[src/rtl/uart_tx_arbiter.sv]
// -----------------------------------------------------------------------------
// uart_tx_arbiter
//
// Shares one uiuart_tx byte transmitter among N_REQ byte sources. A
// round-robin arbiter picks the next source; a requester can keep the grant
// across several bytes by holding I_lock so that a multi-byte message goes out
// contiguously. The block drives the transmitter handshake itself: a one-cycle
// write request, then it follows I_uart_wbusy up and back down before the next
// byte is considered.
//
// Optional feature (compile-time macro UART_ARB_TIMEOUT_EN):
//   When defined, a byte whose write request is not answered by I_uart_wbusy
//   within TIMEOUT_CYC cycles is dropped, O_err pulses for one cycle and the
//   rotation moves on. The TIMEOUT_CYC parameter only exists in that build.
//   When undefined, the arbiter waits indefinitely and O_err is tied low.
//
// Parameters:
//   N_REQ        number of requesters (2..8)
//   TIMEOUT_CYC  cycles allowed for I_uart_wbusy to rise (timeout build only)
//
// Ports:
//   I_clk         system clock (shared with uiuart_tx)
//   I_rst         synchronous active-high reset
//   I_req         per-requester "byte pending" level
//   I_data        requester k byte on bits [8k+7:8k]
//   I_lock        keep the grant after the current byte
//   O_ack         one-cycle pulse, requester's byte accepted
//   O_grant       one-hot current/last owner, 0 when no owner
//   O_uart_wreq   one-cycle write request to uiuart_tx
//   O_uart_wdata  byte to uiuart_tx, stable from wreq until back in IDLE
//   I_uart_wbusy  uiuart_tx busy flag
//   O_busy        high whenever a byte is in progress
//   O_err         one-cycle timeout pulse
// -----------------------------------------------------------------------------
module uart_tx_arbiter #(
  parameter int N_REQ       = 4
`ifdef UART_ARB_TIMEOUT_EN
  ,
  parameter int TIMEOUT_CYC = 16
`endif
) (
  input  logic               I_clk,
  input  logic               I_rst,
  input  logic [N_REQ-1:0]   I_req,
  input  logic [8*N_REQ-1:0] I_data,
  input  logic [N_REQ-1:0]   I_lock,
  output logic [N_REQ-1:0]   O_ack,
  output logic [N_REQ-1:0]   O_grant,
  output logic               O_uart_wreq,
  output logic [7:0]         O_uart_wdata,
  input  logic               I_uart_wbusy,
  output logic               O_busy,
  output logic               O_err
);

  localparam int IDX_W = $clog2(N_REQ);

  typedef logic [IDX_W-1:0] idx_t;

  typedef enum logic [1:0] {
    ST_IDLE,
    ST_WAIT_BUSY,
    ST_WAIT_DONE
  } state_e;

  // ---------------------------------------------------------------------------
  // State
  // ---------------------------------------------------------------------------
  state_e             state_q, state_d;
  idx_t               rr_ptr_q, rr_ptr_d;
  idx_t               owner_q, owner_d;
  logic               locked_q, locked_d;
  logic [N_REQ-1:0]   ack_q, ack_d;
  logic [N_REQ-1:0]   grant_q, grant_d;
  logic               wreq_q, wreq_d;
  logic [7:0]         wdata_q, wdata_d;
  logic               busy_q, busy_d;

`ifdef UART_ARB_TIMEOUT_EN
  localparam int CNT_W = $clog2(TIMEOUT_CYC + 1);
  logic [CNT_W-1:0]   tmo_cnt_q, tmo_cnt_d;
  logic               err_q, err_d;
`endif

  // ---------------------------------------------------------------------------
  // Round-robin search: first requester at or after rr_ptr_q, wrapping.
  // ---------------------------------------------------------------------------
  logic               rr_found;
  idx_t               rr_idx;
  logic [IDX_W:0]     rr_sum;
  idx_t               rr_cand;

  // NOTE: every variable written in an always_comb gets a value before any
  // branch; a path that leaves one unassigned would infer a latch.
  always_comb begin
    rr_found = 1'b0;
    rr_idx   = '0;
    rr_sum   = '0;
    rr_cand  = '0;
    for (int i = 0; i < N_REQ; i++) begin
      rr_sum = {1'b0, rr_ptr_q} + (IDX_W+1)'(i);
      if (rr_sum >= (IDX_W+1)'(N_REQ)) begin
        rr_sum = rr_sum - (IDX_W+1)'(N_REQ);
      end
      rr_cand = rr_sum[IDX_W-1:0];
      if (!rr_found && I_req[rr_cand]) begin
        rr_found = 1'b1;
        rr_idx   = rr_cand;
      end
    end
  end

  // Requester after the current owner, used when the rotation advances.
  idx_t owner_next;
  assign owner_next = (owner_q == idx_t'(N_REQ - 1)) ? '0 : owner_q + 1'b1;

  // ---------------------------------------------------------------------------
  // Next-state and output logic
  // ---------------------------------------------------------------------------
  logic               win;
  idx_t               win_idx;
  logic [N_REQ-1:0]   win_onehot;

  always_comb begin
    state_d    = state_q;
    rr_ptr_d   = rr_ptr_q;
    owner_d    = owner_q;
    locked_d   = locked_q;
    grant_d    = grant_q;
    wdata_d    = wdata_q;
    ack_d      = '0;
    wreq_d     = 1'b0;
    win        = 1'b0;
    win_idx    = owner_q;
    win_onehot = '0;
`ifdef UART_ARB_TIMEOUT_EN
    tmo_cnt_d  = tmo_cnt_q;
    err_d      = 1'b0;
`endif

    unique case (state_q)
      ST_IDLE: begin
        // A byte still shifting out of the transmitter (including one that
        // survived a reset of this block) holds off all arbitration.
        if (!I_uart_wbusy) begin
          if (locked_q) begin
            if (I_req[owner_q]) begin
              win     = 1'b1;
              win_idx = owner_q;
            end else if (!I_lock[owner_q]) begin
              // Owner abandoned its message: release and arbitrate normally.
              locked_d = 1'b0;
              win      = rr_found;
              win_idx  = rr_idx;
            end
          end else begin
            win     = rr_found;
            win_idx = rr_idx;
          end

          if (win) begin
            win_onehot[win_idx] = 1'b1;
            ack_d    = win_onehot;
            grant_d  = win_onehot;
            wreq_d   = 1'b1;
            wdata_d  = I_data[{win_idx, 3'b000} +: 8];
            owner_d  = win_idx;
            locked_d = I_lock[win_idx];
            state_d  = ST_WAIT_BUSY;
`ifdef UART_ARB_TIMEOUT_EN
            tmo_cnt_d = '0;
`endif
          end
        end
      end

      ST_WAIT_BUSY: begin
        if (I_uart_wbusy) begin
          state_d = ST_WAIT_DONE;
        end
`ifdef UART_ARB_TIMEOUT_EN
        else if (tmo_cnt_q == CNT_W'(TIMEOUT_CYC - 1)) begin
          // Transmitter never answered: drop the byte and move on.
          err_d    = 1'b1;
          state_d  = ST_IDLE;
          rr_ptr_d = owner_next;
          locked_d = 1'b0;
        end else begin
          tmo_cnt_d = tmo_cnt_q + 1'b1;
        end
`endif
      end

      ST_WAIT_DONE: begin
        if (!I_uart_wbusy) begin
          state_d = ST_IDLE;
          // A locked owner keeps its place at the head of the rotation.
          if (!locked_q) begin
            rr_ptr_d = owner_next;
          end
        end
      end

      default: begin
        state_d = ST_IDLE;
      end
    endcase

    busy_d = (state_d != ST_IDLE);
  end

  // ---------------------------------------------------------------------------
  // Registers
  // ---------------------------------------------------------------------------
  // NOTE: sequential state is updated with non-blocking assignments so every
  // register samples the pre-edge value of every other register.
  always_ff @(posedge I_clk) begin
    // NOTE: the reset is synchronous, so it sits inside the clocked branch
    // and is not in the sensitivity list.
    if (I_rst) begin
      state_q  <= ST_IDLE;
      rr_ptr_q <= '0;
      owner_q  <= '0;
      locked_q <= 1'b0;
      ack_q    <= '0;
      grant_q  <= '0;
      wreq_q   <= 1'b0;
      wdata_q  <= 8'h00;
      busy_q   <= 1'b0;
    end else begin
      state_q  <= state_d;
      rr_ptr_q <= rr_ptr_d;
      owner_q  <= owner_d;
      locked_q <= locked_d;
      ack_q    <= ack_d;
      grant_q  <= grant_d;
      wreq_q   <= wreq_d;
      wdata_q  <= wdata_d;
      busy_q   <= busy_d;
    end
  end

`ifdef UART_ARB_TIMEOUT_EN
  always_ff @(posedge I_clk) begin
    if (I_rst) begin
      tmo_cnt_q <= '0;
      err_q     <= 1'b0;
    end else begin
      tmo_cnt_q <= tmo_cnt_d;
      err_q     <= err_d;
    end
  end

  assign O_err = err_q;
`else
  assign O_err = 1'b0;
`endif

  assign O_ack        = ack_q;
  assign O_grant      = grant_q;
  assign O_uart_wreq  = wreq_q;
  assign O_uart_wdata = wdata_q;
  assign O_busy       = busy_q;

endmodule
[config.mk]
export PLATFORM = sky130hd
export DESIGN_NAME = uart_tx_arbiter
export DESIGN_NICKNAME = d
export VERILOG_FILES = /design/src/rtl/uart_tx_arbiter.sv
export SDC_FILE = /design/constraint.sdc
export NUM_CORES = 1
export LEC_CHECK = 0
export ABC_AREA = 1
export CAP_MARGIN = 0
export CORE_AREA = 2 2 49 85
export DETAILED_ROUTE_END_ITERATION = 8
export DIE_AREA = 0 0 51 87
export DONT_BUFFER_PORTS = 1
export PLACE_DENSITY = 0.63
export SYNTH_ARGS = -nofsm -noshare
export SYNTH_HDL_FRONTEND = slang
export SYNTH_SLANG_ARGS = --single-unit
[constraint.sdc]
create_clock -name I_clk -period 5.4 [get_ports I_clk]
set_input_delay 1.08 -clock I_clk [delete_from_list [all_inputs] [get_ports I_clk]]
set_output_delay 1.08 -clock I_clk [all_outputs]
set_load 0.05 [all_outputs]
# == Word-level counts from Yosys, hierarchy flattened ==
# Index checks and enable logic that the tools add are counted.
# classes
add_sub_neg,8
magnitude_cmp,11
n_eq_ne,3
n_shift,1
muxes,49
n_bitwise,4
reduce_logical,14
# op_table
cell,n
$mux 2,18
$shiftx 32x6->8,1
$mux 1,22
$lt 2x3->1 const B,6
$bmux 1 s2,7
$ge 3x3->1 const B,3
$sub 2x1->2 const B,4
$add 2x2->3 const B,2
$pmux 2 s3,1
$reduce_and 3->1,2
$eq 2x2->1 const B,2
$logic_and 1x1->1,4
$not 1->1,4
$reduce_or 4->1,1
$add 2x1->3 const B,1
$ge 2x3->1 const B,1
$logic_not 1->1,3
$reduce_or 3->1,1
$add 2x1->2 const B,1
$demux 1 s2,1
$eq 2x1->1 const B,1
$ge 2x1->1 const B,1
$logic_not 2->1,1
$reduce_and 2->1,1
$reduce_bool 2->1,1
# totals
reg_bits,25
inputBits,43
out_inout_bits,19
elab_cells,99

# == Depth between registers and ports, before layout ==
# Gate-level depths: netlist of the first run.
# depth
ltp_word,23
depth_mapped,19
depth_no_buf,17

# == Worst setup path after synthesis of the first run ==
# Ideal clock, no wire load.
# synth_path
path_kind,input-to-reg
startpoint,input port I_req[3]
endpoint,"register wdata_q[7], in the netlist O_uart_wdata[7]"
setup_ns,0.113
arrival_ns,2.332
required_ns,5.287
path_slack_ns,2.955
stages,13
n_path_buf,1
cell_sequence,inv_1 > nand2_1 > nand3_1 > nand2_1 > o21ai_2 > or2_2 > o21ai_2 > inv_2 > buf_6 > nand3_1 > nand3_1 > o21ai_1 > inv_1
# synth_between
elab_chain_len,18
word_cells_on_any_way,36
classes_between,shift: 1; mux: 28; reduce/logical: 7
# synth_rtl
item,line,source
start: declaration,44,"input logic [N_REQ-1:0] I_req,"
$bmux 1 s2,106,if (!rr_found && I_req[rr_cand]) begin
$mux 1 (implied by the code),106,
$mux 1,106,
$logic_not 1->1,106,
$logic_and 1x1->1,106,
$mux 1,106,
$logic_not 1->1,106,
$logic_and 1x1->1,106,
[... 2 more ...],--,
$logic_and 1x1->1,106,
$mux 2 / $mux 1 (equally long branches),106,
$mux 2 / $mux 1 (equally long branches),150,end else if (!I_lock[owner_q]) begin
$mux 2 / $mux 1 (equally long branches),147,if (I_req[owner_q]) begin
$mux 2 / $mux 1 (equally long branches),146,if (locked_q) begin
$mux 2 / $mux 1 (equally long branches),145,if (!I_uart_wbusy) begin
$mux 2 / $mux 1 (equally long branches),141,unique case (state_q)
$shiftx 32x6->8 / $reduce_and 3->1 (equally long branches),--,
end signal: assignment,238,wdata_q <= wdata_d;
end: declaration,76,"logic [7:0] wdata_q, wdata_d;"
# Parallel ways exist; a longest one is shown, timed or not. The select of a mux whose other input is x is not followed.
# A chain may end at the register's enable or synchronous reset.

# == Worst setup path in the final report of the first run ==
# layout_path
startpoint,input port I_req[1]
endpoint,"register wdata_q[2], in the netlist O_uart_wdata[2]"
# The elaborated chain is that of the path after synthesis.

==> results of run 1 <==
==> worst max-delay path, cell delays in order <==
cell	delay [ps]
inv_1	70
nand2_1	50
nand3_1	120
nand2_1	100
o21ai_2	190
nand2_1	90
o21ai_2	670
inv_2	290
nand2_1	120
nand2_1	70
nand2_1	60
nand3_1	90
nand2_1	80
inv_1	30
==> flip-flops by register name, summed over array words and instances, names as in the netlist, 2 cells and up <==
register,flops
O_grant,4
state_q,2
O_ack,4
owner_q,2
rr_ptr_q,2
O_uart_wdata,8
==> worst min path at each step <==
| stage | to | startpoint | cells after the start | slack [ps] |
|---|---|---|---|---|
| 2_1_floorplan | state_q[0] | state_q[0] | 2 | 490 |
| 3_3_place_gp | state_q[0] | state_q[0] | 2 | 510 |
| 3_5_place_dp | state_q[0] | state_q[0] | 2 | 510 |
| 4_1_cts | state_q[0] | state_q[0] | 2 | 520 |
| 5_1_grt | state_q[0] | state_q[0] | 2 | 560 |
| 6_report | state_q[0] | state_q[0] | 2 | 520 |
==> routing by layer <==
layer	part of all wire, %	up-vias	global-route usage [%]
li1	-	837	-
met1	37	680	18.7
met5	0	-	0
met2	55	59	34.5
met3	6.4	6	2.92
met4	1.7	0	6.63
==> power by group <==
group          leakage, nW  switching, mW  internal [mW]
registers            0.205         0.0706          0.204
clock network       0.0217         0.0572         0.0521
logic                0.610          0.101         0.0487
==> cells in the mapped netlist (all sizes together) <==
cell / number
a21oi: 6
buf: 10
nand3: 33
a31o: 4
nand4: 2
inv: 26
a31oi: 1
o21bai: 1
nor4: 1
nor2: 30
nand2: 113
conb: 1
clkbuf: 1
ha: 1
o21ai: 11
nor3: 2
or2: 2
dfxtp: 25
o21a: 1
==> layout make-up <==
cell class,count,area share (%)
clock inverter,1,0.459
clock buffer,3,2.52
inverter,26,6.27
sequential,25,30.6
tap,48,3.67
multi-input combinational,209,56.5
==> through the flow <==
| step | cells | power, mW | worst slack, ps | cell area, sq um |
|---|---|---|---|---|
| after floorplan | 271 | 0.413 | 2950 | 1610 |
| after global placement | 308 | 0.428 | 2230 | 1590 |
| after detailed placement | 308 | 0.430 | 2140 | 1590 |
| after CTS | 312 | 0.539 | 2420 | 1640 |
| after global routing | 312 | 0.574 | 2100 | 1640 |
| final | 312 | 0.534 | 2440 | 1640 |
==> cells by family (layout without fill, tap and decap cells) <==
group,after synthesis,in the layout,synth area share (%)
other,1,1,0.233
and+or+nand+nor,183,183,47.1
AOI/OAI and AO/OA,24,24,9.25
DFF,25,25,31.1
adders and majority gates,1,1,0.777
buffers and inverters,37,30,11.5
==> reports/results.ini, run 1 <==
[logic_synthesis]
ys_ff_latch = 25
synth_nets = 315
synthCells = 271
synth_area_leader_cell = dfxtp_1
synth.area.top_cells = dfxtp_1 (31%), nand2_1 (26%), nand3_1 (10%), nor2_1 (6.5%), inv_1 (4.9%)
avgSynthCellArea_sq_um = 5.94
synth_top_area_share_pct = 31.1
synth_cell_types = 30
ys_warn_count = 0
yosysSeqAreaShare_pct = 31.1
syn_area_sq_mm = 0.00161

[pwr]
ir_drop_v = 0.000209
powerDensity_mw_per_mm2 = 327
p_leak_nw = 0.837

[placed_design]
portBuffers = 0
place_congestion = 0.801
dpl.hpwl_um = 3010

[clocking]
cts_buffers = 3
clock-root-buffer = clkbuf_8
cts_htree_levels = 1
clockBufferDepth = 2
cts_hold_buf = 0
clk_pin_slew_ps = 90
cts_resized = 0
cts_sinks = 25
cts_setup_buffers = 0
clk_latency_ps = 260
cts_tree = done

[worst_setup_path]
cp_max_fo = 22
r2r_cells = 15
end_kind = flip-flop
criticalPathCategory = input pin to flip-flop
r2r_slack_ps = 2660
crit_path_start = I_req[1]
cp.required_ps = 5570
cp-start-kind = input pin
cp-endpoint = O_uart_wdata[2]
timing.rr.start = rr_ptr_q[0]
reg2reg_to = O_uart_wdata[2]
crit_arrival_ps = 3130

[global_route]
grt_pass1_vias = 1485
grt_max_degree = 23
grt_pass1_wl_um = 6310
antenna_found_initial = 0
grt_use_total_pct = 17.9
grt_overflow_total = 0

[drt]
wl_per_cell_um = 12.1
drt_iter0_drc = 41
drtAntennaViolNets = 0
route.vias.total = 1582
via_per_inst = 5.07
first_pass_iters = 5
wl_um = 3780
drcViolationCount = 0

[timing]
finalHoldViolations = 0
period_minus_slack_ps = 2960
worst_slew_pin_slew_ps = 834
maxSlewHeadroom_pct = 44.4
timing.hold.ws_ps = 523
finalSetupViolations = 0
timing.setup.tns_ps = 0
finalCritPeriodShare_pct = 54.8
finClkSkew_ps = 2.70
slew_viol_final = 0
fmax_ghz = 0.338
grt_setup_unrepaired = no

[min_path]
holdCritPathClass = flip-flop to flip-flop

[floorplanning]
die_x_um = 51
die_y_um = 87
initial_utilization_pct = 42.4
coreArea_sq_mm = 0.00379
boundaryPins = 62
die_area_sq_mm = 0.00444
core.rowCount = 30

[job]
cap_viol_max_count = 0

[layout]
final_core_util_pct = 43.1
nets = 309
n_antenna_cell = 0
area_growth_pct = 1.63
final_cell_mix = nand2_1 (111), nand3_1 (32), nor2_1 (28)
final_common_cell = nand2_1
multi_input_area_sq_um = 923
drive_above_1_share_pct = 7.58
fillers = 432
seq_area_sq_um = 500

[status]
status = finished, final reports clean

Note: power is estimated with default switching activity, not from simulation.
==> inputs of run 2 (changes only) <==
--- a/config.mk
+++ b/config.mk
@@ -11,7 +11,7 @@
 export DETAILED_ROUTE_END_ITERATION = 8
 export DIE_AREA = 0 0 51 87
 export DONT_BUFFER_PORTS = 1
-export PLACE_DENSITY = 0.63
+export PLACE_DENSITY = 0.65
 export SYNTH_ARGS = -nofsm -noshare
 export SYNTH_HDL_FRONTEND = slang
 export SYNTH_SLANG_ARGS = --single-unit
==> constraint.sdc (replaced) <==
create_clock -name I_clk -period 2.7 [get_ports I_clk]
set_input_delay 0.54 -clock I_clk [delete_from_list [all_inputs] [get_ports I_clk]]
set_output_delay 0.54 -clock I_clk [all_outputs]
set_load 0.05 [all_outputs]
==> run 2 against run 1 <==
Net effect: first-iteration DRC count shrank 12%; die area did not move; via count barely moved; largest power group unchanged.
==> reports/results.ini, run 2 (same netlist as run 1, synthesis figures left out) <==
[floorplanning]
die_y_um = 87  ; unchanged
boundaryPins = 62  ; unchanged
initial_utilization_pct = 42.4  ; unchanged
coreArea_sq_mm = 0.00379  ; unchanged
die_x_um = 51  ; unchanged
die_area_sq_mm = 0.00444  ; unchanged
core.rowCount = 30  ; unchanged

[layout]
final_core_util_pct = 43.5  ; +0.40 points
n_antenna_cell = 0  ; unchanged
final_cell_mix = nand2_1 (111), nand3_1 (32), nor2_1 (28)
drive_above_1_share_pct = 8.27  ; +0.69 points
nets = 311  ; +0.65%
largest_register_ffs = 8  ; unchanged
final_common_cell = nand2_1
area_growth_pct = 2.57

[global_route]
grt_overflow_total = 0  ; unchanged
grt_use_total_pct = 18.5  ; +0.57 points
grt_pass1_wl_um = 6400  ; +1.3%
antenna_found_initial = 0  ; unchanged
grt_pass1_vias = 1498  ; +0.88%
grt_max_degree = 21  ; -8.7%

[pwr]
p_leak_nw = 0.847  ; +1.1%
powerDensity_mw_per_mm2 = 657  ; +100%
ir_drop_v = 0.000501  ; +140%

[clocking]
clockBufferDepth = 2  ; unchanged
cts_hold_buf = 0  ; unchanged
cts_resized = 0  ; unchanged
cts_buffers = 3  ; unchanged
clk_pin_slew_ps = 90  ; about the same
clk_latency_ps = 270  ; about the same
cts_htree_levels = 1  ; unchanged
clock-root-buffer = clkbuf_8
cts_setup_buffers = 0  ; unchanged
cts_sinks = 25  ; unchanged
cts_tree = done

[timing]
finalHoldViolations = 0  ; unchanged
fmax_ghz = 0.410
finClkSkew_ps = 2.32  ; -0.382 ps
finalSetupViolations = 0  ; unchanged
slew_viol_final = 0  ; unchanged
timing.setup.tns_ps = 0  ; unchanged
maxSlewHeadroom_pct = 62.9  ; +18 points
finalCritPeriodShare_pct = 90.3
period_minus_slack_ps = 2440
grt_setup_unrepaired = no
worst_slew_pin_slew_ps = 556  ; -277 ps

[worst_setup_path]
max_stage_delay_ps = 590  ; -80 ps
cp_cell_sequence = inv_6, nand2_1, nand3_1, nand2_1, inv_1, nand3_1, nand2_1, o21ai_2, inv_2, nor3_1, a31o_2
crit_arrival_ps = 2660  ; -470 ps
slowest_stage = dfxtp_1
cp_max_fo = 15  ; -32%
cp-start-kind = flip-flop
end_kind = flip-flop
path_common_cell = nand2_1
cp.required_ps = 2920  ; -2650 ps
criticalPathCategory = flip-flop to flip-flop

[drt]
wl_per_cell_um = 12.3  ; +1.8%
wl_um = 3870  ; +2.4%
via_per_inst = 5.04  ; -0.70%
route.vias.total = 1581  ; -0.063%
drt_iter0_drc = 36  ; -12%
drcViolationCount = 0  ; unchanged
first_pass_iters = 4  ; -1
drtAntennaViolNets = 0  ; unchanged

[job]
cap_viol_max_count = 0  ; unchanged

[placed_design]
dpl.hpwl_um = 3080  ; +2.2%
place_congestion = 0.866  ; +8.1%
portBuffers = 0  ; unchanged

[min_path]
holdCritPathClass = input pin to flip-flop

[status]
status = finished, final reports clean

==> run 2: changes by cell type in the layout (fill, tap and decap cells not counted), sizes merged <==
cell  before  now
buf        0    2
==> run 2: worst max-delay path, delay by kind of cell (launching register included) <==
family                 cells  cell delay (ps)
and+or+nand+nor            6              820
DFF                        1              590
AOI/OAI and AO/OA          2              580
buffers and inverters      3              400
==> run 2: per-stage QoR <==
step | cell area (sq um) | power [mW] | hold WS [ps] | worst slack, ps | instances
after global placement | 1600 | 0.867 | 517 | 308 | 310
final | 1650 | 1.08 | 335 | 263 | 314
after global routing | 1650 | 1.16 | 324 | 12.3 | 314
after detailed placement | 1600 | 0.869 | 523 | 304 | 310
after CTS | 1650 | 1.09 | 331 | 271 | 314
after floorplan | 1610 | 0.826 | 490 | 795 | 271
==> run 2: worst paths after layout <==
path,to,depth (start not counted),from,slack (ps)
worst max-delay path,O_grant[3],11,rr_ptr_q[0],260
worst min-delay path,O_uart_wreq,1,I_rst,340
worst max register to register,O_grant[3],11,rr_ptr_q[0],260
worst min register to register,state_q[0],2,state_q[0],530
==> run 2: final cells by class <==
class | count | area, sq um
Fill cell | 413 | 2140
Clock buffer | 3 | 41.3
Tap cell | 48 | 60.1
Timing Repair Buffer | 2 | 15.0
Multi-Input combinational cell | 209 | 923
Sequential cell | 25 | 500
Inverter | 26 | 103
Clock inverter | 1 | 7.51
==> run 2: power by group <==
| group | total (mW) | switching [mW] | leakage, nW | internal (mW) |
|---|---|---|---|---|
| logic | 0.309 | 0.205 | 0.620 | 0.104 |
| clock network | 0.226 | 0.121 | 0.0217 | 0.105 |
| registers | 0.550 | 0.141 | 0.205 | 0.409 |
==> run 2: per-layer routing <==
layer | global-route usage [%] | wire length (um) | part of all wire, %
met2 | 36.2 | 2180 | 56
met4 | 6.63 | 32 | 0.83
met5 | 0 | 0 | 0
met3 | 2.92 | 215 | 5.6
met1 | 18.8 | 1450 | 37
==> variant, RTL diff (settings of run 2) <==
The option `UART_ARB_TIMEOUT_EN` is turned on by a define.
--- a/src/rtl/uart_tx_arbiter.sv
+++ b/src/rtl/uart_tx_arbiter.sv
@@ -32,6 +32,8 @@
 //   O_busy        high whenever a byte is in progress
 //   O_err         one-cycle timeout pulse
 // -----------------------------------------------------------------------------
+`define UART_ARB_TIMEOUT_EN
+
 module uart_tx_arbiter #(
   parameter int N_REQ       = 4
 `ifdef UART_ARB_TIMEOUT_EN
Function: no difference found for any inputs over 4 cycles, from zero or initial values and one cycle with I_rst high; that may be too few to reach the edited logic, so the function may still have changed.
==> variant against run 2 <==
Sequential power increased by 19%. Clock power is 81% higher. Synthesized cell count increased by 11%. Power up 36%. Sequential cell count grew 6. Largest power group unchanged. Count of clock-buffer cells in the layout rose by 4. Area after synthesis is 19% higher. Final area up 25%. Via count rose by 14%. Routed wire length up 16%. Largest cell class unchanged. Setup slack improved by 0.22 ns. Critical path depth increased by 5. Sequential share of layout area shrank 0.16 points.
==> variant: results (changes against run 2) <==
Run status
The flow ran to the end, and the final reports show no timing, DRC or antenna violations.

Routing
The total via count in the routed design is 1,799 (+14%). The DRC violation total after the first TritonRoute iteration is 18 (-50%). The via density per instance is 5.082 (+0.93%). The detail-routed net length per standard cell came to 12.69 um (+2.9%).

Placed design
The setup slack at placement was 0.4987 ns (+0.1945 ns). The number of placed instances, taps included is 346 (+12%). The weighted congestion reported at the end of routability-driven placement is 0.8616 (-0.51%).

The total half-perimeter wirelength after legalization and detailed placement is 3.655 mm (+19%). The total cell area at the placement stage is 0.001953 mm2 (+22%).

Global routing
The all-layer global routing usage is 21.69% (+3.2 points). The wire length of the first global-routing pass came to 7.210 mm (+13%). The via count of the first global-routing pass came to 1,700 (+13%).

Layout
The multi-input gate share of the layout cell area was 54.14% (-1.8 points). The clock tree cell share of total cell area is 5.049% (+2.1 points). The clock buffer count in the final layout was 7 (+4). The final standard cell utilization of the core is 54.26% (+11 points). The layout buffering overhead excluding clock cells is 0.3650% (-0.54 points). The number of multi-input combinational cells is 229 (+9.6%). The ratio of cells with drive above 1 in the final layout is 16.01% (+7.7 points).

The share of the final layout cell area in sequential cells is 30.17% (-0.16 points). The number of non-clock inverters is 37 (+42%). The number of fillers in the final layout came to 408 (-1.2%).

Synth
The synthesized netlist cell count was 301 (+11%). After synthesis, the cell types taking the most area are dfxtp_1 (32%), nand2_1 (25%), inv_1 (5.3%). The complex-gate fraction of the synthesized area is 9.856% (+0.60 points). Ranked by instance count, the synthesized netlist is headed by nand2_1 (130), dfxtp_1 (31), inv_1 (27).

The adder and majority gate portion of the synthesized area is 1.958% (+1.2 points). The sequential area share after synthesis was 32.38% (+1.3 points).

Setup path
In this run the critical register-to-register path is captured at O_uart_wdata[1]. The number of cells on the worst reg-to-reg path is 16 (+5). The signal arrival time at the worst endpoint is 2.43 ns (-0.23 ns). The internal reg-to-reg setup slack is 0.48 ns (+0.22 ns).

Power and ir drop
The fraction of power consumed by the clock network is 27.7% (+6.9 points). The power in the clock group came to 0.000409 W (+81%). The leakage power of the design came to 1.010 nW (+19%).

The switching share of power is 41.34% (-1.8 points).

STA
The worst hold slack across all endpoints is 0.3182 ns (-0.01704 ns). The ratio of final minimum period to clock period is 82.08% (-8.2 points). The setup skew after layout was 0.004613 ns (+0.002298 ns). The remaining max-slew budget at the tightest pin is 63.52% (+0.66 points).

Clock tree
The clock-pin slew on the worst setup and hold paths is 0.06 ns (-0.03 ns). The count of H-tree levels built during CTS came to 2 (+1).

Worst hold path
The worst hold path terminates at locked_q.
[variant: cell count changes in the layout (fill, tap and decap cells not counted), moves of 5 or more]
cell,before,now
inv_1,21,27
nand2_2,2,12
nand2_1,111,130
nor2_1,28,16
o21ai_1,1,6
dfxtp_1,25,31
nand3_1,32,20
[variant: routing by layer]
metal  track usage [%]  routed length, um  part of all wire, %
met1             19.98               1635                   36
met5                 0                  0                    0
met2             43.33               2527                   56
met3             4.296                227                  5.1
met4             9.582                101                  2.2
[variant: critical path, cell delays in order, from the launching register on]
cell	delay (ns)
dfxtp_1	0.60
inv_8	0.08
nand2_2	0.08
nand2_1	0.06
o21ai_2	0.20
nand2_2	0.08
nand2_1	0.06
nand2_1	0.05
nand2_2	0.10
nand2_4	0.06
nand2_4	0.18
inv_2	0.15
nor2_2	0.18
nand2_1	0.07
nand3_1	0.08
nor2_1	0.04
nor2_1	0.07
